[src/rtl/dac_data_convert_if.sv]
// Sample stream, DAC code stream and clip statistics for dac_data_convert.
// The converter sits on the slave modport and its producer/consumer on master.
interface dac_data_convert_if;
    logic [15:0] inputData;
    logic        inputValid;
    logic        inputReady;
    logic [9:0]  outputData;
    logic        outputValid;
    logic        outputReady;
    logic        clearStats;
    logic [15:0] clipCount;

    modport master (
        output inputData,
        output inputValid,
        output outputReady,
        output clearStats,
        input  inputReady,
        input  outputData,
        input  outputValid,
        input  clipCount
    );

    modport slave (
        input  inputData,
        input  inputValid,
        input  outputReady,
        input  clearStats,
        output inputReady,
        output outputData,
        output outputValid,
        output clipCount
    );
endinterface

[src/rtl/dac_data_convert.sv]
// Signed 16-bit sample to unsigned 10-bit DAC code converter.
// It has one conversion stage register, an output FIFO and a saturating clip counter.
module dac_data_convert #(
    parameter int unsigned FIFO_DEPTH = 4,
    parameter int unsigned ROUNDING   = 1
) (
    input logic               clock,
    input logic               reset,
    dac_data_convert_if.slave bus
);
    localparam int unsigned PtrWidth = (FIFO_DEPTH > 1) ? $clog2(FIFO_DEPTH) : 1;
    localparam int unsigned CntWidth = PtrWidth + 1;
    localparam logic signed [16:0] RoundBias = (ROUNDING != 0) ? 17'sd32 : 17'sd0;
    localparam logic [CntWidth:0] DepthLimit = (CntWidth + 1)'(FIFO_DEPTH);

    // Conversion datapath
    logic signed [16:0] extSample;
    logic signed [16:0] biasedSample;
    logic signed [16:0] shiftedSample;
    logic signed [16:0] offsetSample;
    logic [9:0]         convCode;
    logic               convClip;

    // Control and state
    logic                runState;
    logic                stageValid;
    logic [9:0]          stageData;
    logic [PtrWidth-1:0] wrPtr;
    logic [PtrWidth-1:0] rdPtr;
    logic [CntWidth-1:0] fifoCount;
    logic [CntWidth-1:0] fifoCountNext;
    logic [9:0]          fifoMem [FIFO_DEPTH];
    logic [9:0]          lastData;
    logic [15:0]         clipCount;
    logic [CntWidth:0]   occupancy;
    logic                readyInt;
    logic                outValidInt;
    logic                accept;
    logic                push;
    logic                pop;

    always_comb begin
        extSample     = {bus.inputData[15], bus.inputData};
        biasedSample  = extSample + RoundBias;
        shiftedSample = biasedSample >>> 6;
        offsetSample  = shiftedSample + 17'sd512;
        convCode      = offsetSample[9:0];
        convClip      = 1'b0;
        if (offsetSample > 17'sd1023) begin
            convCode = 10'd1023;
            convClip = 1'b1;
        end else if (offsetSample < 17'sd0) begin
            convCode = 10'd0;
            convClip = 1'b1;
        end
    end

    // Samples in the stage register are counted as occupied so that the FIFO
    // always has room for them; readiness therefore never depends on outputReady.
    always_comb begin
        occupancy   = {1'b0, fifoCount} + {{CntWidth{1'b0}}, stageValid};
        readyInt    = runState && (occupancy < DepthLimit);
        accept      = bus.inputValid && readyInt;
        push        = stageValid;
        outValidInt = (fifoCount != '0);
        pop         = outValidInt && bus.outputReady;
    end

    always_comb begin
        fifoCountNext = fifoCount;
        unique case ({push, pop})
            2'b10:   fifoCountNext = fifoCount + 1'b1;
            2'b01:   fifoCountNext = fifoCount - 1'b1;
            default: fifoCountNext = fifoCount;
        endcase
    end

    // runState keeps inputReady low during reset and raises it on the first edge after.
    always_ff @(posedge clock or posedge reset) begin
        if (reset) begin
            runState   <= 1'b0;
            stageValid <= 1'b0;
            stageData  <= '0;
        end else begin
            runState   <= 1'b1;
            stageValid <= accept;
            if (accept) begin
                stageData <= convCode;
            end
        end
    end

    always_ff @(posedge clock or posedge reset) begin
        if (reset) begin
            wrPtr     <= '0;
            rdPtr     <= '0;
            fifoCount <= '0;
            lastData  <= '0;
        end else begin
            fifoCount <= fifoCountNext;
            if (push) begin
                wrPtr <= wrPtr + 1'b1;
            end
            if (pop) begin
                rdPtr    <= rdPtr + 1'b1;
                lastData <= fifoMem[rdPtr];
            end
        end
    end

    always_ff @(posedge clock) begin
        if (push) begin
            fifoMem[wrPtr] <= stageData;
        end
    end

    always_ff @(posedge clock or posedge reset) begin
        if (reset) begin
            clipCount <= '0;
        end else if (bus.clearStats) begin
            clipCount <= '0;
        end else if (accept && convClip && (clipCount != 16'hFFFF)) begin
            clipCount <= clipCount + 16'd1;
        end
    end

    // When empty, the most recently popped code stays on outputData.
    assign bus.inputReady  = readyInt;
    assign bus.outputValid = outValidInt;
    assign bus.outputData  = outValidInt ? fifoMem[rdPtr] : lastData;
    assign bus.clipCount   = clipCount;
endmodule
[src/flat_wrapper.sv]
// flat-port wrapper written by rule: the top's interface ports become plain ports
module dac_data_convert_flat 
#(
    parameter int unsigned FIFO_DEPTH = 4,
    parameter int unsigned ROUNDING   = 1
)
  (clock, reset, bus_inputData, bus_inputValid, bus_outputReady, bus_clearStats, bus_inputReady, bus_outputData, bus_outputValid, bus_clipCount);
  dac_data_convert_if bus_i ();
  input logic clock;
  input logic reset;
  input wire logic [$bits(bus_i.inputData)-1:0] bus_inputData;
  input wire logic [$bits(bus_i.inputValid)-1:0] bus_inputValid;
  input wire logic [$bits(bus_i.outputReady)-1:0] bus_outputReady;
  input wire logic [$bits(bus_i.clearStats)-1:0] bus_clearStats;
  output wire logic [$bits(bus_i.inputReady)-1:0] bus_inputReady;
  output wire logic [$bits(bus_i.outputData)-1:0] bus_outputData;
  output wire logic [$bits(bus_i.outputValid)-1:0] bus_outputValid;
  output wire logic [$bits(bus_i.clipCount)-1:0] bus_clipCount;
  assign bus_i.inputData = bus_inputData;
  assign bus_i.inputValid = bus_inputValid;
  assign bus_i.outputReady = bus_outputReady;
  assign bus_i.clearStats = bus_clearStats;
  assign bus_inputReady = bus_i.inputReady;
  assign bus_outputData = bus_i.outputData;
  assign bus_outputValid = bus_i.outputValid;
  assign bus_clipCount = bus_i.clipCount;
  dac_data_convert #(.FIFO_DEPTH(FIFO_DEPTH), .ROUNDING(ROUNDING)) u_core (.clock(clock), .reset(reset), .bus(bus_i));
endmodule
[config.mk]
export PLATFORM = sky130hd
export DESIGN_NAME = dac_data_convert_flat
export DESIGN_NICKNAME = d
export VERILOG_FILES = /design/src/rtl/dac_data_convert_if.sv /design/src/rtl/dac_data_convert.sv /design/src/flat_wrapper.sv
export SDC_FILE = /design/constraint.sdc
export NUM_CORES = 1
export LEC_CHECK = 0
export CELL_PAD_IN_SITES_DETAIL_PLACEMENT = 1
export CELL_PAD_IN_SITES_GLOBAL_PLACEMENT = 2
export CORE_ASPECT_RATIO = 2
export CORE_MARGIN = 1.5
export CORE_UTILIZATION = 34
export DETAILED_ROUTE_END_ITERATION = 12
export PLACE_DENSITY = 0.76
export SETUP_SLACK_MARGIN = 0.3
export SLEW_MARGIN = 40
export SYNTH_ARGS = -nofsm -noshare
export SYNTH_HDL_FRONTEND = slang
export SYNTH_SLANG_ARGS = --single-unit
export TNS_END_PERCENT = 100
[constraint.sdc]
create_clock -name clock -period 2.4 [get_ports clock]
set_clock_uncertainty 0.15 [all_clocks]
set_input_delay 0.24 -clock clock [delete_from_list [all_inputs] [get_ports clock]]
set_output_delay 0.24 -clock clock [all_outputs]
set_load 0.005 [all_outputs]
==> results.md <==
- Site Rows: 55
- Final worst slack: 0.0203 ns
- Combinational share of power: 0.365
- Hold crit path type: in -> reg
- Flop pwr share: 0.379
- Area delta synth->final: 50.1%
- Final setup vio count: 0
- Initial DRC Count: 113
- Vias in the first global route: 3,327
- Initial core utilization: 0.349
- Final WL: 10.9 mm
- Remaining DRCs: 0
- Tcrit/Tclk final: 0.992
- Post-synth cell types: 39
- Relative slew slack: 0.582
- CP startpoint kind: primary input
- Core Util, Final: 0.525
- Final Hold Fails: 0
- Switch share: 0.288
- Leak: 2.33 nW
- Fin crit period: 2.38 ns
- Largest cells by area after synthesis: edfxtp_1 (30%), dfrtp_1 (29%), mux2_2 (5.7%)
- Num CTS Buffers: 9
- Max FO, Critical Path: 7
- Vias: 2,935
- Hold slack final: 0.184 ns
- Worst Path Arrival: 2.50 ns
- First-pass GRT wire length: 17.3 mm
- Worst-margin pin slew: 0.627 ns
- Layout cells sized above 1: 0.487
- Cells after DPL: 529
- Total net switching power: 1.61 mW
- Crit path required time: 2.52 ns
- Worst setup EP type: flip-flop
- Pint: 3.97 mW
- P per Cell Area: 943 nW/µm²
- Synthesized area: 3940 µm²
- Root buf cell: clkbuf_16
- RSZ-0062 raised after global routing: true
- Die Ht: 155 µm
- Flops & latches, synth: 85
- Sequential element share of the synthesized area: 0.590
- Gpl congestion: 0.766
- Fillcell total: 1,177
- Die area: 12,300 µm²
- Via/cell ratio: 5.07
- Initial antenna violation count: 0
- Synthesis Warnings: 0
- Syn Area/Cell: 13.1 µm²
- VDD IR-drop max: 0.441 mV
- Syn nets: 333
- Largest net degree at the start of global routing: 46
- Outcome: complete, no violations
- Core ar.: 11,300 µm²
- Total of max-cap violations: 0
- Die width: 79.2 µm
- Synth area leader: edfxtp_1
- FMAX: 420 MHz
- CTS max path bufs: 2
- # IOs: 49
- DR pass1 iterations: 4
- Ys flop type: dfrtp_1
- N_diodes: 0
- Clock latency on the worst-skew pair: 0.34 ns
- Placement Setup Slack: -0.937 ns
- Sink Count: 85
- Htree depth: 3
- CTS tree: done
- Top-area cell type share of the netlist area: 0.305
- Top-count cell post-synth: dfrtp_1
- Wire length per cell: 18.8 µm
- GRT Total Usage: 0.189
- Final Net Count: 463
- Synth Instances: 302
- FFs w/ async S/R, synth: 0.529
- EDFF count, synth: 40
- Max-slew violations: 0
- Clk network pwr share: 0.256
- Post-DRT Antenna Nets: 0
- Final std cells w/o fill: 579
- Gr ovfl total: 0
- Crit Path Class: in -> reg
- Clk pin slew, worst setup/hold paths: 0.07 ns
- I/O Buffers: 43
- Top cells by count, synth: dfrtp_1 (45), edfxtp_1 (40), mux2_2 (20), a21oi_1 (17)
- DP HPWL: 7.38 mm
## metal layers
layer / routed length [µm] / GRT usage / up-vias
li1: - / - / 1377
met1: 3480 / 0.171 / 1511
met2: 7040 / 0.398 / 37
met3: 186 / 0.0258 / 10
met4: 167 / 0.0660 / 0
met5: 0 / 0 / -
## layout make-up
cell class              instances  area, µm²  share of cell area
flip-flops and latches         85       2330               0.393
multi-input cells             191       1830               0.309
repair buffers                131       1230               0.208
clock buffers                   9        225              0.0380
well taps                     142        178              0.0300
clock inverters                 7       80.1              0.0135
inverters                      14       52.6             0.00888
## cells by family (layout without fill, tap and decap cells)
| kind of cell | Yosys count | in the layout | share of synthesized area |
|---|---|---|---|
| buffers and inverters | 27 | 161 | 0.0276 |
| xor gates and xnor gates | 18 | 18 | 0.0400 |
| muxes | 31 | 31 | 0.117 |
| DFF | 85 | 85 | 0.590 |
| AOI/OAI and AO/OA | 46 | 47 | 0.0768 |
| and+or+nand+nor | 84 | 84 | 0.114 |
| adders and majority gates | 10 | 10 | 0.0336 |
| other | 1 | 1 | 0.000951 |
## through the flow
stage | total power [mW] | TNS, ns | cell area (µm²)
after global placement | 3.63 | -16.42 | 5050
final | 5.58 | 0 | 5920
after global routing | 5.86 | -0.456 | 5920
after CTS | 5.51 | 0 | 5770
after floorplan | 3.02 | -0.640 | 4090
after detailed placement | 3.72 | -18.30 | 5050
## state kept, by name, indices dropped and copies added, names as in the netlist
signal,flops
u_core.bus.clipCount,16
u_core.rdPtr,2
u_core.fifoCount,3
u_core.fifoMem,40
u_core.push,1
u_core.wrPtr,2
u_core.runState,1
u_core.lastData,10
u_core.stageData,10
## power groups by stage
| stage | registers (mW) | clock network, mW | logic [mW] |
|---|---|---|---|
| finish | 2.11 | 1.43 | 2.04 |
| CTS | 2.11 | 1.46 | 1.95 |
| global route | 2.15 | 1.50 | 2.21 |
| detailed placement | 2.13 | 0 | 1.59 |
| global placement | 2.09 | 0 | 1.54 |
| floorplan | 2.06 | 0 | 0.962 |
## critical path, stage by stage
cell	delay, ns
buf_8	0.08
ha_4	0.13
nand3_2	0.07
nor3_2	0.20
xor2_1	0.11
inv_1	0.13
ha_4	0.17
nand3_4	0.06
nor4_4	0.23
o211ai_4	0.15
a21o_4	0.28
or4_4	0.51
a21oi_2	0.15
## final timing paths
check | start | to | slack (ns) | depth (start not counted)
max reg2reg | u_core.bus.clipCount[0] | u_core.bus.clipCount[4] | 0.17 | 13
min reg2reg | u_core.lastData[2] | u_core.lastData[2] | 0.36 | 1
min in group asynchronous | reset | u_core.bus.clipCount[0] | 0.24 | 3
min | bus_inputData[9] | u_core.stageData[3] | 0.18 | 4
max | bus_inputData[6] | u_core.bus.clipCount[9] | 0.02 | 13
max in group asynchronous | reset | u_core.rdPtr[0] | 1.42 | 3
## placed cells by master (no fill, tap or decap), drive strengths merged, types with 3 or more instances in the layout
master | netlist | final
nor2 | 16 | 16
a21oi | 17 | 17
or3 | 5 | 5
nand2 | 14 | 14
nand4 | 3 | 3
or4 | 7 | 7
xnor2 | 10 | 10
nand3 | 17 | 17
inv | 14 | 17
dfrtp | 45 | 45
clkbuf | 9 | 11
mux4 | 10 | 10
xor2 | 8 | 8
and2 | 7 | 7
edfxtp | 40 | 40
clkdlybuf4s50 | 0 | 21
mux2 | 20 | 20
and3 | 8 | 8
ha | 9 | 9
o21ai | 7 | 7
buf | 4 | 107
o31ai | 8 | 8
a211oi | 8 | 8
nor3 | 3 | 3
## what timing repair did
action                     in CTS  in global routing
pin swaps                      27                  8
setup endpoints to repair      39                 39
setup buffers                  22                  9
hold buffers                    0                  0
gates resized for setup       145                 20
gates cloned                    2                  1
Power figures use the tool's default switching activity.
